## src/rtl/uart_tx_fifo.sv

```systemverilog
// uart_tx_fifo: parametrised UART transmitter with an internal write FIFO.
// Frames are sent back-to-back from the FIFO: start bit, DATA_BITS data bits
// (LSB first), optional parity bit, then STOP_BITS stop bits. Each bit lasts
// DIV = CLK_FREQ/BAUD clock cycles.
//
// Ports:
//   clk       system clock, rising edge
//   rst_n     asynchronous active-low reset
//   wr_en     push wr_data into the FIFO this cycle
//   wr_data   character to queue
//   full      FIFO holds FIFO_DEPTH entries
//   empty     FIFO holds no entries
//   level     current FIFO occupancy
//   overflow  one-cycle pulse when a write is dropped
//   tx        serial line, idle high, driven from a register
//   tx_busy   high while a frame is on the line
module uart_tx_fifo #(
    parameter int unsigned CLK_FREQ   = 1_000_000,
    parameter int unsigned BAUD       = 9600,
    parameter int unsigned DATA_BITS  = 8,
    parameter int unsigned PARITY     = 0,
    parameter int unsigned STOP_BITS  = 1,
    parameter int unsigned FIFO_DEPTH = 4
) (
    input  logic                          clk,
    input  logic                          rst_n,
    input  logic                          wr_en,
    input  logic [DATA_BITS-1:0]          wr_data,
    output logic                          full,
    output logic                          empty,
    output logic [$clog2(FIFO_DEPTH):0]   level,
    output logic                          overflow,
    output logic                          tx,
    output logic                          tx_busy
);

    localparam int unsigned DIV   = CLK_FREQ / BAUD;
    localparam int unsigned CNT_W = $clog2(DIV);
    localparam int unsigned PTR_W = $clog2(FIFO_DEPTH);
    localparam int unsigned LVL_W = PTR_W + 1;
    localparam int unsigned BIT_W = $clog2(DATA_BITS);

    typedef enum logic [2:0] {
        S_IDLE,
        S_START,
        S_DATA,
        S_PARITY,
        S_STOP
    } state_t;

    state_t state, state_next;

    // ---------------- FIFO ----------------
    logic [DATA_BITS-1:0] mem [FIFO_DEPTH];
    logic [PTR_W-1:0]     wr_ptr, rd_ptr;
    logic [LVL_W-1:0]     level_next;
    logic                 pop, push;

    assign pop  = (state == S_IDLE) && !empty;
    // A pop in the same cycle frees a slot, so a write to a full FIFO is kept.
    assign push = wr_en && (!full || pop);

    always_comb begin
        level_next = level;
        case ({push, pop})
            2'b10:   level_next = level + LVL_W'(1);
            2'b01:   level_next = level - LVL_W'(1);
            default: level_next = level;
        endcase
    end

    always_ff @(posedge clk) begin
        if (push) begin
            mem[wr_ptr] <= wr_data;
        end
    end

    always_ff @(posedge clk or negedge rst_n) begin
        if (!rst_n) begin
            wr_ptr   <= '0;
            rd_ptr   <= '0;
            level    <= '0;
            full     <= 1'b0;
            empty    <= 1'b1;
            overflow <= 1'b0;
        end else begin
            if (push) wr_ptr <= wr_ptr + PTR_W'(1);
            if (pop)  rd_ptr <= rd_ptr + PTR_W'(1);
            level    <= level_next;
            full     <= (level_next == LVL_W'(FIFO_DEPTH));
            empty    <= (level_next == '0);
            overflow <= wr_en && full && !pop;
        end
    end

    // ---------------- Transmitter ----------------
    logic [CNT_W-1:0]     cnt, cnt_next;
    logic [BIT_W-1:0]     bit_cnt, bit_next;
    logic [DATA_BITS-1:0] shift, shift_next;
    logic                 par_bit, par_next;
    logic                 tx_next;
    logic                 baud_done;

    assign baud_done = (cnt == CNT_W'(DIV - 1));
    assign tx_busy   = (state != S_IDLE);

    always_ff @(posedge clk or negedge rst_n) begin
        if (!rst_n) begin
            state <= S_IDLE;
        end else begin
            state <= state_next;
        end
    end

    always_comb begin
        state_next = state;
        cnt_next   = cnt;
        bit_next   = bit_cnt;
        shift_next = shift;
        par_next   = par_bit;
        tx_next    = 1'b1;

        case (state)
            S_IDLE: begin
                cnt_next = '0;
                bit_next = '0;
                if (!empty) begin
                    shift_next = mem[rd_ptr];
                    par_next   = (PARITY == 2) ? ~^mem[rd_ptr] : ^mem[rd_ptr];
                    state_next = S_START;
                end
            end
            S_START: begin
                cnt_next = cnt + CNT_W'(1);
                if (baud_done) begin
                    cnt_next   = '0;
                    state_next = S_DATA;
                end
            end
            S_DATA: begin
                cnt_next = cnt + CNT_W'(1);
                if (baud_done) begin
                    cnt_next   = '0;
                    shift_next = shift >> 1;
                    if (bit_cnt == BIT_W'(DATA_BITS - 1)) begin
                        bit_next   = '0;
                        state_next = (PARITY != 0) ? S_PARITY : S_STOP;
                    end else begin
                        bit_next = bit_cnt + BIT_W'(1);
                    end
                end
            end
            S_PARITY: begin
                cnt_next = cnt + CNT_W'(1);
                if (baud_done) begin
                    cnt_next   = '0;
                    state_next = S_STOP;
                end
            end
            S_STOP: begin
                cnt_next = cnt + CNT_W'(1);
                if (baud_done) begin
                    cnt_next = '0;
                    if (bit_cnt == BIT_W'(STOP_BITS - 1)) begin
                        bit_next   = '0;
                        state_next = S_IDLE;
                    end else begin
                        bit_next = bit_cnt + BIT_W'(1);
                    end
                end
            end
            default: begin
                state_next = S_IDLE;
            end
        endcase

        // tx is registered from the next-state values so the line level
        // changes on the same edge as the state.
        case (state_next)
            S_START:  tx_next = 1'b0;
            S_DATA:   tx_next = shift_next[0];
            S_PARITY: tx_next = par_next;
            default:  tx_next = 1'b1;
        endcase
    end

    always_ff @(posedge clk or negedge rst_n) begin
        if (!rst_n) begin
            cnt     <= '0;
            bit_cnt <= '0;
            shift   <= '0;
            par_bit <= 1'b0;
            tx      <= 1'b1;
        end else begin
            cnt     <= cnt_next;
            bit_cnt <= bit_next;
            shift   <= shift_next;
            par_bit <= par_next;
            tx      <= tx_next;
        end
    end

endmodule

```

## config.mk

```make
export PLATFORM = sky130hd
export DESIGN_NAME = uart_tx_fifo
export DESIGN_NICKNAME = d
export VERILOG_FILES = /design/src/rtl/uart_tx_fifo.sv
export SDC_FILE = /design/constraint.sdc
export NUM_CORES = 1
export LEC_CHECK = 0
export CORE_MARGIN = 2
export CORE_UTILIZATION = 40
export CTS_CLUSTER_DIAMETER = 50
export DETAILED_ROUTE_END_ITERATION = 8
export GPL_TIMING_DRIVEN = 0
export SLEW_MARGIN = 25
export SYNTH_ARGS = -nofsm -noshare
export SYNTH_HDL_FRONTEND = slang
export SYNTH_SLANG_ARGS = --single-unit
export TNS_END_PERCENT = 50
```

## constraint.sdc

```tcl
create_clock -name clk -period 3.5 [get_ports clk]
set_input_delay 0.7 -clock clk [delete_from_list [all_inputs] [get_ports clk]]
set_output_delay 0.7 -clock clk [all_outputs]
set_load 0.02 [all_outputs]
```

* Yosys cells after proc, flatten, opt, wreduce, memory -nomap -nowiden
Memories as Yosys holds them, arrays and structs flattened.
Cells that the tools add are included.
** Cells by class
- Reductions and logical operators :: 19
- Add/sub/neg operators :: 6
- Equality and inequality tests :: 15
- Muxes and demuxes :: 24
** Operators by type and width (count)
- 3-bit two-way mux :: 11
- 8-bit two-way mux :: 2
- 8-bit case mux with 2 select lines :: 1
- 3-bit case mux with 5 select lines :: 1
- 7-bit case mux with 2 select lines :: 1
- 3-bit by 2-bit == test with 1-bit output (second input constant) :: 4
- 3-bit == test (second input constant) :: 3
- 3-bit logical NOT :: 3
- 3-bit case mux with 3 select lines :: 1
- 8-bit XOR reduction :: 1
- 7-bit by 1-bit adder with 7-bit output (second input constant) :: 1
- 7-bit == test (second input constant) :: 1
- 7-bit two-way mux :: 1
- 3-bit by 1-bit adder with 3-bit output (second input constant) :: 2
- 3-bit by 1-bit == test with 1-bit output (second input constant) :: 2
- 2-bit inequality test (second input constant) :: 3
- 3-bit case mux with 2 select lines :: 1
- 3-bit AND reduction :: 2
- 3-bit nonzero test :: 2
- 2-bit by 1-bit adder with 2-bit output (second input constant) :: 2
- 1-bit logical AND :: 4
- 1-bit two-way mux :: 4
- 2-bit nonzero test :: 2
- 4-bit OR reduction :: 1
- other kinds (6) :: 8
** Storage, ports and cells
- Memories kept :: 1
- Bits in writable memories :: 32
- Output and inout port bits :: 8
- Register bits :: 33
- Input port bits :: 11
** Memories
- mem :: depth 4, width 8, rd ports 1, clocked after Yosys merged registers in 0, wr ports 1, line 54 : logic [DATA_BITS-1:0] mem [FIFO_DEPTH];

* Longest topological paths before layout
Gate-level depths: netlist (run 1).
- Depth after elaboration :: 7
- Gate-level depth with buffers :: 11

* Worst setup path after synthesis (run 1)
No wires, ideal clock.
- Kind :: register to register
- Start :: register state[0]
- End :: register full
- Buffers on the path :: 1
- Data arrival time :: 2.368 ns
- Period minus slack after synthesis :: 2.441 ns
- Slack :: 1.059 ns
- Cell stages (with the launch flop) :: 12
- Required time :: 3.427 ns
- Cells stage by stage :: dfrtp_1 nor3_1 nand2_1 inv_1 buf_2 ha_1 inv_1 fa_1 xor2_1 nor2_1 xor2_1 nor2b_1
** On the way
- Word-level cells in the longest chain between the ends :: 7
- Elaborated cells between the ends (all ways) :: 8
** Ends and longest elaborated chain
- from (decl) :: line 51 : state_t state, state_next;
- from (signal assigned) :: line 111 : state <= state_next;
- 3-bit logical NOT (*) :: line 59 : assign pop = (state == S_IDLE) && !empty;
- 1-bit logical AND (*) :: line 59
- via pop :: line 57 : logic pop, push;
- 1-bit logical OR :: line 61 : assign push = wr_en && (!full || pop);
- 1-bit logical AND :: line 61
- 2-bit by 1-bit == test with 1-bit output / 2-bit == test (equally long branches) :: line 65 : case ({push, pop})
- 3-bit case mux with 2 select lines (*) :: line 65
- via level_next[2] :: line 56 : logic [LVL_W-1:0] level_next;
- 3-bit == test (*) :: line 90 : full <= (level_next == LVL_W'(FIFO_DEPTH));
- to (signal assigned) :: line 90
- to (decl) :: line 29 : output logic full,
The timed path passes the listed nets; every way through them passes the cells marked *.
A chain may end at the register's enable or synchronous reset.

* Final worst setup path (run 1)
Same ends and word-level chain as after synthesis.

==> results of run 1 <==
[path summary, 6_finish.rpt]
check,from,to,slack [ns],cells after the start
setup / recovery,state[0],full,0.52,11
hold / removal,rst_n,cnt[4],0.20,1
setup reg to reg,state[0],full,0.52,11
hold reg to reg,shift[2],shift[2],0.48,1
max in group asynchronous,rst_n,tx,2.83,2
min in group clk,shift[2],shift[2],0.48,1
[metal layers]
metal  global-route usage  part of all wire  vias up  wire [µm]
met1                0.170              0.44      919       2350
met3               0.0451             0.029        6        153
met2                0.236              0.51       21       2720
met5                    0                 0        -          0
li1                     -                 -      881          -
met4               0.0462             0.012        0         61
[sequential cells by signal, indices dropped and copies added (netlist names), 2 cells and up]
signal	cells
mem	32
cnt	7
bit_cnt	3
rd_ptr	2
shift	8
level	3
wr_ptr	2
state	3
[report_power, final]
part | leakage (nW) | internal (W) | switching [W]
logic | 0.602 | 0.000484 | 0.000500
clock network | 0.0945 | 0.000331 | 0.000294
registers | 0.699 | 0.00103 | 0.000110
[cell families (layout without fill, tap and decap cells)]
| logic type | after synthesis | after routing | synth area share |
|---|---|---|---|
| mux | 9 | 9 | 0.0639 |
| flops | 65 | 65 | 0.601 |
| fa+ha+maj | 11 | 11 | 0.0479 |
| compound gates | 48 | 48 | 0.108 |
| xor+xnor | 16 | 16 | 0.0471 |
| buf+inv | 23 | 58 | 0.0361 |
| simple gates | 57 | 57 | 0.0958 |
[worst max-delay path, stage by stage, from the launching register on]
cell and delay [ns]:
dfrtp_1 0.41, nor3_1 0.48, nand2_1 0.28, inv_1 0.21, buf_2 0.25, ha_1 0.21
inv_1 0.06, fa_1 0.37, xor2_1 0.15, nor2_1 0.12, xor2_1 0.23, nor2b_1 0.15
[cell type report]
type,instances,area share
timing repair buffer,19,0.0559
buffer,9,0.0158
tap,99,0.0355
clock inverter,6,0.0193
sequential,65,0.512
inverter,14,0.0150
clock buffer,10,0.0365
multi-input combinational,141,0.310
[synth_stat cells (all sizes together) (2+ instances only)]
cell | number | area, µm²
edfxtp | 32 | 961
dfrtp | 31 | 776
nand2 | 19 | 71.3
o21ai | 17 | 85.1
inv | 14 | 52.6
xnor2 | 12 | 105
nor2 | 11 | 41.3
ha | 9 | 113
mux4 | 8 | 180
a21o | 7 | 52.6
a22o | 7 | 62.6
nand3 | 6 | 30.0
clkbuf | 5 | 28.8
a21oi | 4 | 20.0
and2 | 4 | 25.0
buf | 4 | 26.3
nor3 | 4 | 25.0
xor2 | 4 | 35.0
and3 | 3 | 18.8
nor2b | 3 | 18.8
o31ai | 3 | 22.5
a211o | 2 | 17.5
dfstp | 2 | 52.6
nor3b | 2 | 20.0
[through the flow]
| step | instances | cell area (µm²) | utilization | hold WS [ns] |
|---|---|---|---|---|
| after global placement | 346 | 3280 | 0.455 | 0.461 |
| after detailed placement | 347 | 3300 | 0.457 | 0.469 |
| after global routing | 363 | 3490 | 0.484 | 0.201 |
| after floorplan | 229 | 2980 | - | 0.404 |
| final | 363 | 3490 | 0.484 | 0.198 |
| after CTS | 363 | 3490 | 0.484 | 0.196 |
==> impl_metrics.py, run 1 <==
metrics = {
    "synthesis": {
        "yosysWarnings": 0,
        "synth_edf_count": 32,
        "syn_area_um2": 2980,
        "ys.flop_type": "edfxtp_1",
        "synth_seq_cells": 65,
        "synth-seq-area-share": 0.601,
        "synth_fp_nets": 250,
        "async_flop_share": 0.508,
        "synth_cells": 229,
        "avgSynthCellArea_um2": 13.0,
        "yosysUniqueCellTypes": 46,
    },
    "grt": {
        "grt_pass1_wl_um": 8870,
        "grt_pass1_vias": 1875,
        "grt_max_degree": 27,
        "grt_use_total": 0.140,
        "antenna_found_initial": 0,
        "grt_overflow": 0,
    },
    "flow_run": {
        "cap_violations": 0,
    },
    "die": {
        "dieWidth_um": 90.3,
        "die_h_um": 90.3,
        "initial_utilization": 0.413,
        "core-area_um2": 7210,
        "rows": 31,
        "pin_count": 19,
        "fp.dieArea_um2": 8150,
    },
    "cells_and_area": {
        "final_cell_mix": "edfxtp_1 (32), dfrtp_1 (31), nand2_1 (19)",
        "nNetsFinal": 280,
        "fillCellCount": 660,
        "diodes": 0,
        "layout-drive-gt1-share": 0.140,
        "final_common_cell": "edfxtp_1",
        "ff_latch_area_um2": 1790,
        "multiInputGateArea_um2": 1080,
        "syn_to_final_growth_pct": 17.3,
    },
    "place": {
        "place_hpwl_um": 3760,
        "dp_slack_ns": 0.514,
        "gp_congestion": 0.756,
        "portBuffers": 18,
    },
    "sta": {
        "layout_min_cycle_time_ns": 2.98,
        "hold_violations": 0,
        "fin_tns_setup_ns": 0,
        "tightestPinTransition_ns": 0.552,
        "slew_violations": 0,
        "timing.fmax_ghz": 0.335,
        "min_period_over_period": 0.853,
        "final-setup-viol-count": 0,
        "slew_headroom": 0.629,
        "rsz0062_at_grt": "false",
        "fin_ws_ns": 0.516,
        "clock_skew_ns": 0.00786,
    },
    "critical_path": {
        "cp_max_fo": 10,
        "crit_arrival_ns": 3.26,
        "critical_path_required_ns": 3.78,
        "critPathLaunchType": "flip-flop",
        "critPathCaptureType": "flip-flop",
        "critical_path_class": "reg2reg",
    },
    "clocking": {
        "clk_latency_ns": 0.34,
        "clk_pin_slew_ns": 0.07,
        "clockRootBuffer": "clkbuf_8",
        "clockBufferDepth": 2,
        "cts_htree_levels": 3,
        "cts_hold_buffers": 0,
        "cts_resized": 0,
        "cts_setup_buffers": 0,
        "clock_sinks": 65,
        "numCtsBuffers": 9,
        "cts_tree": "yes",
    },
    "routing": {
        "drt-initial-drc-count": 52,
        "dr.pass1.iters": 4,
        "finalWirelength_um": 5280,
        "wl_per_cell_um": 14.5,
        "drcViolationCount": 0,
        "postRouteAntennaNets": 0,
        "vias_per_cell": 5.03,
        "via_count": 1827,
    },
    "power_and_ir_drop": {
        "pwr_density_cell_nw_per_um2": 787,
        "vdd_drop_max_mv": 0.432,
        "p_leak_nw": 1.40,
        "p_total_w": 0.00275,
    },
    "outcome": {
        "status": "complete, no violations",
    },
    "worst_hold_path": {
        "hold_path_class": "in2async",
    },
}
Power figures use the tool's default switching activity.
==> run 2, diff against run 1 <==
- CORE_UTILIZATION: 40 -> 45
- GPL_ROUTABILITY_DRIVEN: unset -> 0
==> run 2 against run 1 <==
Against the previous run:
- maximum frequency grew 2.2%
- sequential power is essentially flat
- final cell count shrank 6.1%
- register-to-register slack gained 0.06 ns
- routed wire length shrank 2.3%
- count of clock-buffer cells in the layout shrank 1
- die area shrank 11%
- sequential cell count is the same
==> impl_metrics.py, run 2 (same netlist as run 1, synthesis figures left out) <==
metrics = {
    "cells_and_area": {
        "largest_register_ffs": 32,
        "final_cell_mix": "edfxtp_1 (32), dfrtp_1 (31), nand2_1 (19)",
        "final_common_cell": "edfxtp_1",
        "diodes": 0,
        "top_register": "mem",
        "instances_no_fill": 341,
        "top_regs": "mem: 32 flops, shift: 8 flops, cnt: 7 flops",
        "nNetsFinal": 280,
        "syn_to_final_growth_pct": 17.6,
        "layout-drive-gt1-share": 0.148,
        "finish.utilization": 0.549,
    },
    "critical_path": {
        "crit_arrival_ns": 3.20,
        "crit_slowest_cell": "nor3_1",
        "path_buf_inv": 3,
        "critical_path_class": "reg2reg",
        "reg2reg_depth": 11,
        "cp_max_fo": 10,
        "critPathLaunchType": "flip-flop",
        "cpPeakStageDelay_ns": 0.44,
        "path_cells": "nor3_1 > nand2_1 > inv_1 > buf_2 > ha_1 > inv_1 > fa_1 > xor2_1 > nor2_1 > xor2_1 > nor2b_1",
        "critPathCaptureType": "flip-flop",
        "cp_top_family": "simple AND/OR/NAND/NOR gates",
        "critical_path_required_ns": 3.78,
        "ff2ff_setup_slack_ns": 0.58,
        "crit_cells": 11,
    },
    "routing": {
        "dr.pass1.iters": 4,
        "finalWirelength_um": 5150,
        "drt-initial-drc-count": 104,
        "wl_per_cell_um": 15.1,
        "vias_per_cell": 5.39,
        "drcViolationCount": 0,
        "postRouteAntennaNets": 0,
        "via_count": 1839,
    },
    "outcome": {
        "status": "complete, no violations",
    },
    "power_and_ir_drop": {
        "power_frac_seq": 0.402,
        "clkPwrFrac": 0.252,
        "p_sw_w": 0.000910,
        "p_sw_frac": 0.321,
        "p_total_w": 0.00283,
        "power.internal_w": 0.00192,
        "p_leak_nw": 1.41,
        "pwr_density_cell_nw_per_um2": 808,
        "vdd_drop_max_mv": 0.406,
        "power_frac_comb": 0.346,
    },
    "sta": {
        "whs_ns": 0.266,
        "fin_tns_setup_ns": 0,
        "timing.fmax_ghz": 0.342,
        "tightestPinTransition_ns": 0.578,
        "layout_min_cycle_time_ns": 2.92,
        "rsz0062_at_grt": "false",
        "min_period_over_period": 0.834,
        "slew_violations": 0,
        "slew_headroom": 0.613,
        "hold_violations": 0,
        "clock_skew_ns": 0.00720,
        "final-setup-viol-count": 0,
    },
    "worst_hold_path": {
        "hold_path_class": "in2async",
    },
    "die": {
        "core-area_um2": 6390,
        "initial_utilization": 0.466,
        "rows": 29,
        "fp.dieArea_um2": 7280,
        "dieWidth_um": 85.3,
        "pin_count": 19,
        "die_h_um": 85.3,
    },
    "clocking": {
        "cts_setup_buffers": 0,
        "clk_latency_ns": 0.34,
        "cts_hold_buffers": 0,
        "clk_pin_slew_ns": 0.08,
        "numCtsBuffers": 9,
        "clockRootBuffer": "clkbuf_8",
        "cts_resized": 0,
        "cts_tree": "yes",
        "clock_sinks": 65,
        "clockBufferDepth": 2,
        "cts_htree_levels": 3,
    },
    "grt": {
        "grt_use_total": 0.162,
        "grt_max_degree": 21,
        "grt_pass1_vias": 1863,
        "grt_pass1_wl_um": 8870,
        "antenna_found_initial": 0,
        "grt_overflow": 0,
    },
    "flow_run": {
        "cap_violations": 0,
    },
    "place": {
        "place_hpwl_um": 3630,
        "portBuffers": 18,
        "dp_cells": 325,
    },
}
-- run 2: changes by cell type in the layout (fill, tap and decap cells not counted) --
cell       delta
buf_12        -1
bufinv_16     +1
buf_16        +1
clkinv_1      -1
clkbuf_1      -1
inv_6         +1
-- run 2: final cells by class --
type                            instances  area [µm²]
Clock buffer                            9         124
Fill cell                             544        2880
Sequential cell                        65        1790
Multi-Input combinational cell        141        1080
Tap cell                               77        96.3
Timing Repair Buffer                   19         203
Clock inverter                          7         103
Buffer                                  9        55.1
Inverter                               14        52.6
-- run 2: layer usage --
metal  GRT usage  part of all wire  vias to the layer above
met5           0                 0                        -
met4      0.0866             0.024                        0
met1       0.205              0.46                      913
met3      0.0350             0.024                       10
li1            -                 -                      891
met2       0.259              0.49                       25
-- run 2: worst paths after layout --
kind / start / endpoint
setup / recovery: state[0] / full
hold / removal: rst_n / cnt[3]
setup reg to reg: state[0] / full
hold reg to reg: shift[6] / shift[6]
max in group asynchronous: rst_n / empty
min in group clk: shift[6] / shift[6]
-- run 2: power groups by stage --
stage	combinational [W]	clock [W]	sequential [W]
finish	0.000980	0.000714	0.00114
global route	0.00109	0.000771	0.00116
CTS	0.00100	0.000732	0.00114
detailed placement	0.000996	0	0.00115
global placement	0.000977	0	0.00114
floorplan	0.000732	0	0.00116
-- run 2: through the flow --
stage | worst slack [ns] | instance area [µm²]
floorplan | 1.06 | 2980
global placement | 0.597 | 3250
detailed placement | 0.567 | 3280
CTS | 0.554 | 3500
global route | 0.296 | 3500
finish | 0.580 | 3500
